===== config.mk =====
export PLATFORM = sky130hd
export DESIGN_NAME = pipeline_control_unit_flat
export DESIGN_NICKNAME = d
export VERILOG_FILES = /design/src/rtl/pipeline_control_unit_if.sv /design/src/rtl/pipeline_control_unit.sv /design/src/flat_wrapper.sv
export SDC_FILE = /design/constraint.sdc
export NUM_CORES = 1
export LEC_CHECK = 0
export BUFFER_PORTS_ARGS = -buffer_cell sky130_fd_sc_hd__buf_2
export CORE_ASPECT_RATIO = 0.9
export CORE_MARGIN = 4
export CORE_UTILIZATION = 56
export DETAILED_ROUTE_END_ITERATION = 8
export PLACE_DENSITY = 0.89
export SLEW_MARGIN = 20
export SYNTH_ARGS = -nofsm -noshare
export SYNTH_HDL_FRONTEND = slang
export SYNTH_SLANG_ARGS = --single-unit

===== constraint.sdc =====
create_clock -name clk -period 6 [get_ports clk]
set_input_delay 0 -clock clk [delete_from_list [all_inputs] [get_ports clk]]
set_output_delay 0 -clock clk [all_outputs]
set_load 0.01 [all_outputs]

===== src/rtl/pipeline_control_unit_if.sv =====
// Signals between the pipeline hazard/decode logic and the pipeline control unit.
// The control unit connects through the slave modport and the pipeline side through master.
interface pipeline_control_unit_if #(
  parameter int CNT_W = 16
);
  logic             stall_req;
  logic [1:0]       forward_rs1_id;
  logic [1:0]       forward_rs2_id;
  logic [1:0]       forward_store_id;
  logic             branch_taken_ex;
  logic             muldiv_start_ex;
  logic             muldiv_done;

  logic             pc_write_en;
  logic             if_id_write_en;
  logic             if_id_flush;
  logic             id_ex_write_en;
  logic             id_ex_bubble;
  logic             ex_ma_bubble;
  logic [1:0]       forward_rs1_ex;
  logic [1:0]       forward_rs2_ex;
  logic [1:0]       forward_store_ex;
  logic             busy;
  logic [CNT_W-1:0] stall_cycles;

  modport slave (
    input  stall_req, forward_rs1_id, forward_rs2_id, forward_store_id,
           branch_taken_ex, muldiv_start_ex, muldiv_done,
    output pc_write_en, if_id_write_en, if_id_flush, id_ex_write_en,
           id_ex_bubble, ex_ma_bubble, forward_rs1_ex, forward_rs2_ex,
           forward_store_ex, busy, stall_cycles
  );

  modport master (
    output stall_req, forward_rs1_id, forward_rs2_id, forward_store_id,
           branch_taken_ex, muldiv_start_ex, muldiv_done,
    input  pc_write_en, if_id_write_en, if_id_flush, id_ex_write_en,
           id_ex_bubble, ex_ma_bubble, forward_rs1_ex, forward_rs2_ex,
           forward_store_ex, busy, stall_cycles
  );
endinterface


===== src/rtl/pipeline_control_unit.sv =====
// Pipeline stall/flush sequencing for load-use, taken branches and multi-cycle RV32M ops.
// state  | meaning
// RUN    | normal issue; branch > muldiv start > load-use stall
// MDBUSY | EX held on a multi-cycle op until done or hold limit
module pipeline_control_unit #(
  parameter int MD_LATENCY = 32,
  parameter int CNT_W      = 16
) (
  input  logic                    clk,
  input  logic                    reset_n,
  pipeline_control_unit_if.slave  bus
);

  typedef enum logic [0:0] {RUN = 1'b0, MDBUSY = 1'b1} state_e;

  localparam logic [7:0] HOLD_LAST = 8'(MD_LATENCY - 1);

  state_e           state_q, state_d;
  logic [7:0]       hold_q, hold_d;
  logic [1:0]       fwd_rs1_q, fwd_rs1_d;
  logic [1:0]       fwd_rs2_q, fwd_rs2_d;
  logic [1:0]       fwd_st_q, fwd_st_d;
  logic [CNT_W-1:0] stall_cnt_q, stall_cnt_d;

  logic pc_we, if_id_we, if_id_fl, id_ex_we, id_ex_bub, ex_ma_bub;

  always_comb begin
    state_d   = state_q;
    hold_d    = hold_q;
    pc_we     = 1'b1;
    if_id_we  = 1'b1;
    if_id_fl  = 1'b0;
    id_ex_we  = 1'b1;
    id_ex_bub = 1'b0;
    ex_ma_bub = 1'b0;
    case (state_q)
      RUN: begin
        if (bus.branch_taken_ex) begin
          if_id_fl  = 1'b1;
          id_ex_bub = 1'b1;
        end else if (bus.muldiv_start_ex) begin
          // a result already available in the start cycle needs no hold
          if (!bus.muldiv_done) begin
            pc_we     = 1'b0;
            if_id_we  = 1'b0;
            id_ex_we  = 1'b0;
            ex_ma_bub = 1'b1;
            hold_d    = 8'd1;
            state_d   = MDBUSY;
          end
        end else if (bus.stall_req) begin
          pc_we     = 1'b0;
          if_id_we  = 1'b0;
          id_ex_bub = 1'b1;
        end
      end
      MDBUSY: begin
        if (bus.muldiv_done || hold_q == HOLD_LAST) begin
          state_d = RUN;
        end else begin
          pc_we     = 1'b0;
          if_id_we  = 1'b0;
          id_ex_we  = 1'b0;
          ex_ma_bub = 1'b1;
          hold_d    = hold_q + 8'd1;
        end
      end
      default: state_d = RUN;
    endcase
  end

  always_comb begin
    fwd_rs1_d = fwd_rs1_q;
    fwd_rs2_d = fwd_rs2_q;
    fwd_st_d  = fwd_st_q;
    if (id_ex_we) begin
      fwd_rs1_d = id_ex_bub ? 2'b00 : bus.forward_rs1_id;
      fwd_rs2_d = id_ex_bub ? 2'b00 : bus.forward_rs2_id;
      fwd_st_d  = id_ex_bub ? 2'b00 : bus.forward_store_id;
    end
    stall_cnt_d = stall_cnt_q;
    if (!pc_we && stall_cnt_q != {CNT_W{1'b1}}) begin
      stall_cnt_d = stall_cnt_q + CNT_W'(1);
    end
  end

  always_ff @(posedge clk) begin
    if (!reset_n) begin
      state_q     <= RUN;
      hold_q      <= 8'd0;
      fwd_rs1_q   <= 2'b00;
      fwd_rs2_q   <= 2'b00;
      fwd_st_q    <= 2'b00;
      stall_cnt_q <= '0;
    end else begin
      state_q     <= state_d;
      hold_q      <= hold_d;
      fwd_rs1_q   <= fwd_rs1_d;
      fwd_rs2_q   <= fwd_rs2_d;
      fwd_st_q    <= fwd_st_d;
      stall_cnt_q <= stall_cnt_d;
    end
  end

  assign bus.pc_write_en      = pc_we;
  assign bus.if_id_write_en   = if_id_we;
  assign bus.if_id_flush      = if_id_fl;
  assign bus.id_ex_write_en   = id_ex_we;
  assign bus.id_ex_bubble     = id_ex_bub;
  assign bus.ex_ma_bubble     = ex_ma_bub;
  assign bus.forward_rs1_ex   = fwd_rs1_q;
  assign bus.forward_rs2_ex   = fwd_rs2_q;
  assign bus.forward_store_ex = fwd_st_q;
  assign bus.busy             = (state_q == MDBUSY);
  assign bus.stall_cycles     = stall_cnt_q;

endmodule


===== src/flat_wrapper.sv =====
// flat-port wrapper written by rule: the top's interface ports become plain ports
module pipeline_control_unit_flat 
#(
  parameter int MD_LATENCY = 32,
  parameter int CNT_W      = 16
)
  (clk, reset_n, bus_stall_req, bus_forward_rs1_id, bus_forward_rs2_id, bus_forward_store_id, bus_branch_taken_ex, bus_muldiv_start_ex, bus_muldiv_done, bus_pc_write_en, bus_if_id_write_en, bus_if_id_flush, bus_id_ex_write_en, bus_id_ex_bubble, bus_ex_ma_bubble, bus_forward_rs1_ex, bus_forward_rs2_ex, bus_forward_store_ex, bus_busy, bus_stall_cycles);
  pipeline_control_unit_if #(.CNT_W(CNT_W)) bus_i ();
  input  logic clk;
  input  logic reset_n;
  input wire logic [$bits(bus_i.stall_req)-1:0] bus_stall_req;
  input wire logic [$bits(bus_i.forward_rs1_id)-1:0] bus_forward_rs1_id;
  input wire logic [$bits(bus_i.forward_rs2_id)-1:0] bus_forward_rs2_id;
  input wire logic [$bits(bus_i.forward_store_id)-1:0] bus_forward_store_id;
  input wire logic [$bits(bus_i.branch_taken_ex)-1:0] bus_branch_taken_ex;
  input wire logic [$bits(bus_i.muldiv_start_ex)-1:0] bus_muldiv_start_ex;
  input wire logic [$bits(bus_i.muldiv_done)-1:0] bus_muldiv_done;
  output wire logic [$bits(bus_i.pc_write_en)-1:0] bus_pc_write_en;
  output wire logic [$bits(bus_i.if_id_write_en)-1:0] bus_if_id_write_en;
  output wire logic [$bits(bus_i.if_id_flush)-1:0] bus_if_id_flush;
  output wire logic [$bits(bus_i.id_ex_write_en)-1:0] bus_id_ex_write_en;
  output wire logic [$bits(bus_i.id_ex_bubble)-1:0] bus_id_ex_bubble;
  output wire logic [$bits(bus_i.ex_ma_bubble)-1:0] bus_ex_ma_bubble;
  output wire logic [$bits(bus_i.forward_rs1_ex)-1:0] bus_forward_rs1_ex;
  output wire logic [$bits(bus_i.forward_rs2_ex)-1:0] bus_forward_rs2_ex;
  output wire logic [$bits(bus_i.forward_store_ex)-1:0] bus_forward_store_ex;
  output wire logic [$bits(bus_i.busy)-1:0] bus_busy;
  output wire logic [$bits(bus_i.stall_cycles)-1:0] bus_stall_cycles;
  assign bus_i.stall_req = bus_stall_req;
  assign bus_i.forward_rs1_id = bus_forward_rs1_id;
  assign bus_i.forward_rs2_id = bus_forward_rs2_id;
  assign bus_i.forward_store_id = bus_forward_store_id;
  assign bus_i.branch_taken_ex = bus_branch_taken_ex;
  assign bus_i.muldiv_start_ex = bus_muldiv_start_ex;
  assign bus_i.muldiv_done = bus_muldiv_done;
  assign bus_pc_write_en = bus_i.pc_write_en;
  assign bus_if_id_write_en = bus_i.if_id_write_en;
  assign bus_if_id_flush = bus_i.if_id_flush;
  assign bus_id_ex_write_en = bus_i.id_ex_write_en;
  assign bus_id_ex_bubble = bus_i.id_ex_bubble;
  assign bus_ex_ma_bubble = bus_i.ex_ma_bubble;
  assign bus_forward_rs1_ex = bus_i.forward_rs1_ex;
  assign bus_forward_rs2_ex = bus_i.forward_rs2_ex;
  assign bus_forward_store_ex = bus_i.forward_store_ex;
  assign bus_busy = bus_i.busy;
  assign bus_stall_cycles = bus_i.stall_cycles;
  pipeline_control_unit #(.MD_LATENCY(MD_LATENCY), .CNT_W(CNT_W)) u_core (.clk(clk), .reset_n(reset_n), .bus(bus_i));
endmodule

==> run_summary.xml <==
<?xml version="1.0" encoding="UTF-8"?>
<metrics>
  <group name="die">
    <metric name="initial_core_util" unit="%">58.5</metric>
    <metric name="die_x" unit="um">64.2</metric>
    <metric name="row_count" unit="">18</metric>
    <metric name="chipHeight" unit="um">58.6</metric>
    <metric name="floorplan.io_pins" unit="">41</metric>
    <metric name="die-area" unit="um^2">3770</metric>
    <metric name="core_area" unit="um^2">2730</metric>
  </group>
  <group name="clock_network">
    <metric name="cts_repair_resizes" unit="">0</metric>
    <metric name="clock_sinks" unit="">31</metric>
    <metric name="insertion_delay" unit="ps">330</metric>
    <metric name="clk_pin_slew_worst_paths" unit="ps">90</metric>
    <metric name="cts_root_buffer" unit="">sky130_fd_sc_hd__clkbuf_4</metric>
    <metric name="total_cts_buffers" unit="">5</metric>
    <metric name="clockBufferDepth" unit="">2</metric>
    <metric name="cts_tree" unit="">done</metric>
    <metric name="cts_hold_repair.buffers" unit="">7</metric>
    <metric name="htreeDepth" unit="">2</metric>
    <metric name="cts_setup_buffers" unit="">0</metric>
  </group>
  <group name="finish">
    <metric name="layout.nets" unit="">246</metric>
    <metric name="antenna_cells_inserted" unit="">0</metric>
    <metric name="finish.cell_count_without_fillers" unit="">273</metric>
    <metric name="drive_above_1_share" unit="%">30.5</metric>
    <metric name="multi_input_area" unit="um^2">875</metric>
    <metric name="final_common_cell" unit="">sky130_fd_sc_hd__buf_2</metric>
    <metric name="most-common-layout-cells" unit="">sky130_fd_sc_hd__buf_2 (40), sky130_fd_sc_hd__dfxtp_1 (31), sky130_fd_sc_hd__nand2_1 (21), sky130_fd_sc_hd__nand3_1 (19), sky130_fd_sc_hd__a21oi_1 (12)</metric>
    <metric name="finalInstanceArea" unit="um^2">1900</metric>
    <metric name="fill_cells" unit="">231</metric>
    <metric name="syn_to_final_growth" unit="%">18.9</metric>
    <metric name="final-seq-area" unit="um^2">621</metric>
  </group>
  <group name="status">
    <metric name="status" unit="">completed</metric>
  </group>
  <group name="global_route">
    <metric name="grt_util_all_layers" unit="%">20.3</metric>
    <metric name="grt_antenna_before_repair" unit="">0</metric>
    <metric name="via_count_of_the_first_global_routing_pass" unit="">1369</metric>
    <metric name="grt_first_pass_wirelength" unit="um">6060</metric>
    <metric name="grt_overflow_total" unit="">0</metric>
    <metric name="grt_max_degree" unit="">27</metric>
  </group>
  <group name="power_and_ir_drop">
    <metric name="relative_contribution_of_sequential_cells_to_total_power" unit="%">58.0</metric>
    <metric name="clkPwrFrac" unit="%">30.4</metric>
    <metric name="power.ir.vdd_worst" unit="mV">0.166</metric>
    <metric name="design_power_total" unit="uW">368</metric>
    <metric name="combinationalPowerShare" unit="%">11.6</metric>
    <metric name="power.static_leakage" unit="nW">0.728</metric>
    <metric name="net-switching-power" unit="uW">95.7</metric>
    <metric name="power.density_cell_area" unit="nW/um^2">194</metric>
    <metric name="cellInternalPower" unit="uW">273</metric>
    <metric name="switching_share" unit="%">26.0</metric>
  </group>
  <group name="logic_synthesis">
    <metric name="synth_edf_count" unit="">0</metric>
    <metric name="yosys.area_share.adder" unit="%">1.57</metric>
    <metric name="post_synthesis_sequential_area_ratio" unit="%">38.9</metric>
    <metric name="synthesis.area_per_instance" unit="um^2">8.57</metric>
    <metric name="synthXorXnorAreaFrac" unit="%">1.02</metric>
    <metric name="synthMuxAreaShare" unit="%">0.628</metric>
    <metric name="synth_compound_gate_area_share" unit="%">20.5</metric>
    <metric name="synth_cell_types" unit="">52</metric>
    <metric name="post_synth_inst_count" unit="">186</metric>
    <metric name="synth_simple_gate_area_share" unit="%">31.2</metric>
    <metric name="synthArstFlopShare" unit="%">0</metric>
    <metric name="synth-warning-count" unit="">0</metric>
    <metric name="synth_top_family_by_area" unit="">simple AND/OR/NAND/NOR gates</metric>
    <metric name="synth_area" unit="um^2">1590</metric>
    <metric name="ys_ff_latch" unit="">31</metric>
    <metric name="synthFlopType" unit="">sky130_fd_sc_hd__dfxtp_1</metric>
    <metric name="syn-num-nets" unit="">200</metric>
  </group>
  <group name="timing">
    <metric name="max_freq" unit="MHz">450</metric>
    <metric name="hold_slack" unit="ps">134</metric>
    <metric name="grt_setup_unrepaired" unit="">false</metric>
    <metric name="report.final.hold_viol_count" unit="">0</metric>
    <metric name="worst_slew_margin_rel" unit="%">45.2</metric>
    <metric name="setup-violations-final" unit="">0</metric>
    <metric name="worst_slew_pin_slew" unit="ps">818</metric>
    <metric name="post-route-min-period" unit="ps">2220</metric>
    <metric name="timing.setup.tns" unit="ps">0</metric>
    <metric name="final.period_utilization" unit="%">37.0</metric>
    <metric name="drv_slew" unit="">0</metric>
    <metric name="timing.clock.skew" unit="ps">12.0</metric>
  </group>
  <group name="route">
    <metric name="num_vias" unit="">1543</metric>
    <metric name="detail_route.first_pass.iterations" unit="">4</metric>
    <metric name="total_detailed_routing_wirelength" unit="um">3550</metric>
    <metric name="drtIter0Drc" unit="">112</metric>
    <metric name="routedWlPerCell" unit="um">13.0</metric>
    <metric name="average_vias_per_placed_instance" unit="">5.65</metric>
    <metric name="drc" unit="">0</metric>
    <metric name="antenna_violating_nets_post_route" unit="">0</metric>
  </group>
  <group name="setup_path">
    <metric name="critical_path_peak_fanout" unit="">13</metric>
    <metric name="timing.critical_path.buf_inv" unit="">2</metric>
    <metric name="cpMaxStageDelayCell" unit="">sky130_fd_sc_hd__or4b_2</metric>
    <metric name="critical_path_required" unit="ps">6000</metric>
    <metric name="worst_ep_arrival_time" unit="ps">2220</metric>
    <metric name="cp-end-kind" unit="">primary output</metric>
    <metric name="ordered_list_of_cells_on_the_worst_path" unit="">or4b_2 -&gt; nand2_1 -&gt; inv_2 -&gt; buf_2</metric>
    <metric name="worstSetupPathType" unit="">reg -&gt; out</metric>
    <metric name="slowest_stage_delay_on_critical_path" unit="ps">720</metric>
    <metric name="critPathLaunchType" unit="">flop</metric>
    <metric name="cp_top_family" unit="">simple AND/OR/NAND/NOR gates</metric>
  </group>
  <group name="placement">
    <metric name="post-dp-hpwl" unit="um">2440</metric>
    <metric name="placement.io_buffers" unit="">40</metric>
    <metric name="placed_cell_area" unit="um^2">1780</metric>
    <metric name="routabilityCongestion" unit="">0.817</metric>
    <metric name="dp.cells" unit="">258</metric>
  </group>
  <group name="flow_run">
    <metric name="max_cap_viol_count" unit="">0</metric>
  </group>
  <group name="min_path">
    <metric name="holdCritPathClass" unit="">in -&gt; reg</metric>
  </group>
</metrics>
## sequential cells by signal, indices dropped and copies added, names as in the netlist
signal	flops
u_core.hold_q	8
u_core.bus.busy	1
u_core.bus.forward_store_ex	2
u_core.bus.stall_cycles	16
u_core.bus.forward_rs2_ex	2
u_core.bus.forward_rs1_ex	2
## logic make-up (layout without fill, tap and decap cells)
kind of cell             count (synthesis)  after routing
multiplexers                             1              1
AND/OR/NAND/NOR                         89             89
flip-flops                              31             31
adder cells (fa/ha/maj)                  2              2
XOR/XNOR                                 1              1
buffers and inverters                   15             62
AO/OA/AOI/OAI                           47             47
## per-layer routing
layer / track usage, % / vias up / share of wire (%)
met1: 25.5 / 714 / 45
met4: 7.23 / 0 / 1.4
met3: 5.53 / 7 / 5.2
met5: 0 / - / 0
met2: 33.8 / 42 / 49
li1: - / 780 / -
## power by group through the flow
| stage | clock [mW] | sequential, mW | combinational, mW |
|---|---|---|---|
| 2_1_floorplan | 0 | 0.219 | 0.0283 |
| 3_3_place_gp | 0 | 0.218 | 0.0384 |
| 3_5_place_dp | 0 | 0.218 | 0.0391 |
| 4_1_cts | 0.115 | 0.213 | 0.0428 |
| 5_1_grt | 0.124 | 0.214 | 0.0476 |
| 6_report | 0.112 | 0.214 | 0.0428 |
## worst min-delay path, cell delays in order
cell                      delay [ps]
sky130_fd_sc_hd__buf_2           100
sky130_fd_sc_hd__or4b_2          120
sky130_fd_sc_hd__nand3_1          70
sky130_fd_sc_hd__a21oi_1         130
## stage by stage
stage | setup WS (ps) | utilization (%)
floorplan | 4090 | -
global placement | 3880 | 65.2
detailed placement | 3840 | 65.2
CTS | 3760 | 69.6
global route | 3630 | 69.6
finish | 3780 | 69.6
## path summary, 6_finish.rpt
kind,end,cells past startpoint,slack [ps],startpoint
setup / recovery,bus_id_ex_write_en,4,3780,u_core.bus.busy$_SDFF_PN0_
hold / removal,u_core.hold_q[1]$_SDFFE_PN0P_,4,130,bus_muldiv_done
setup reg to reg,u_core.bus.stall_cycles[6]$_SDFFE_PN0P_,7,3800,u_core.hold_q[0]$_SDFFE_PN0P_
hold reg to reg,u_core.bus.forward_rs2_ex[0]$_SDFFE_PN0P_,2,460,u_core.bus.forward_rs2_ex[0]$_SDFFE_PN0P_
## final cells by class
cell class / instances / share of cell area, %
clock buffers: 7 / 2.38
inverters: 6 / 1.19
flip-flops and latches: 31 / 32.7
well taps: 40 / 2.64
multi-input cells: 140 / 46.1
clock inverters: 1 / 0.264
repair buffers: 48 / 14.7
## synth_stat cells (all sizes together) (2+ instances only)
master,number,area [um^2]
o31ai,4,35.0
nor3,4,25.0
nor2,11,41.3
a311oi,2,17.5
or3,8,57.6
nand2b,3,18.8
nand2,21,78.8
and3,3,18.8
inv,5,18.8
dfxtp,31,621
nand4,5,31.3
or4,5,42.5
a31oi,4,40.0
nand3,19,95.1
o21ai,11,55.1
a21oi,18,113
ha,2,25.0
buf,5,51.3
clkbuf,4,25.0
and4,2,17.5
Power figures use the tool's default switching activity.
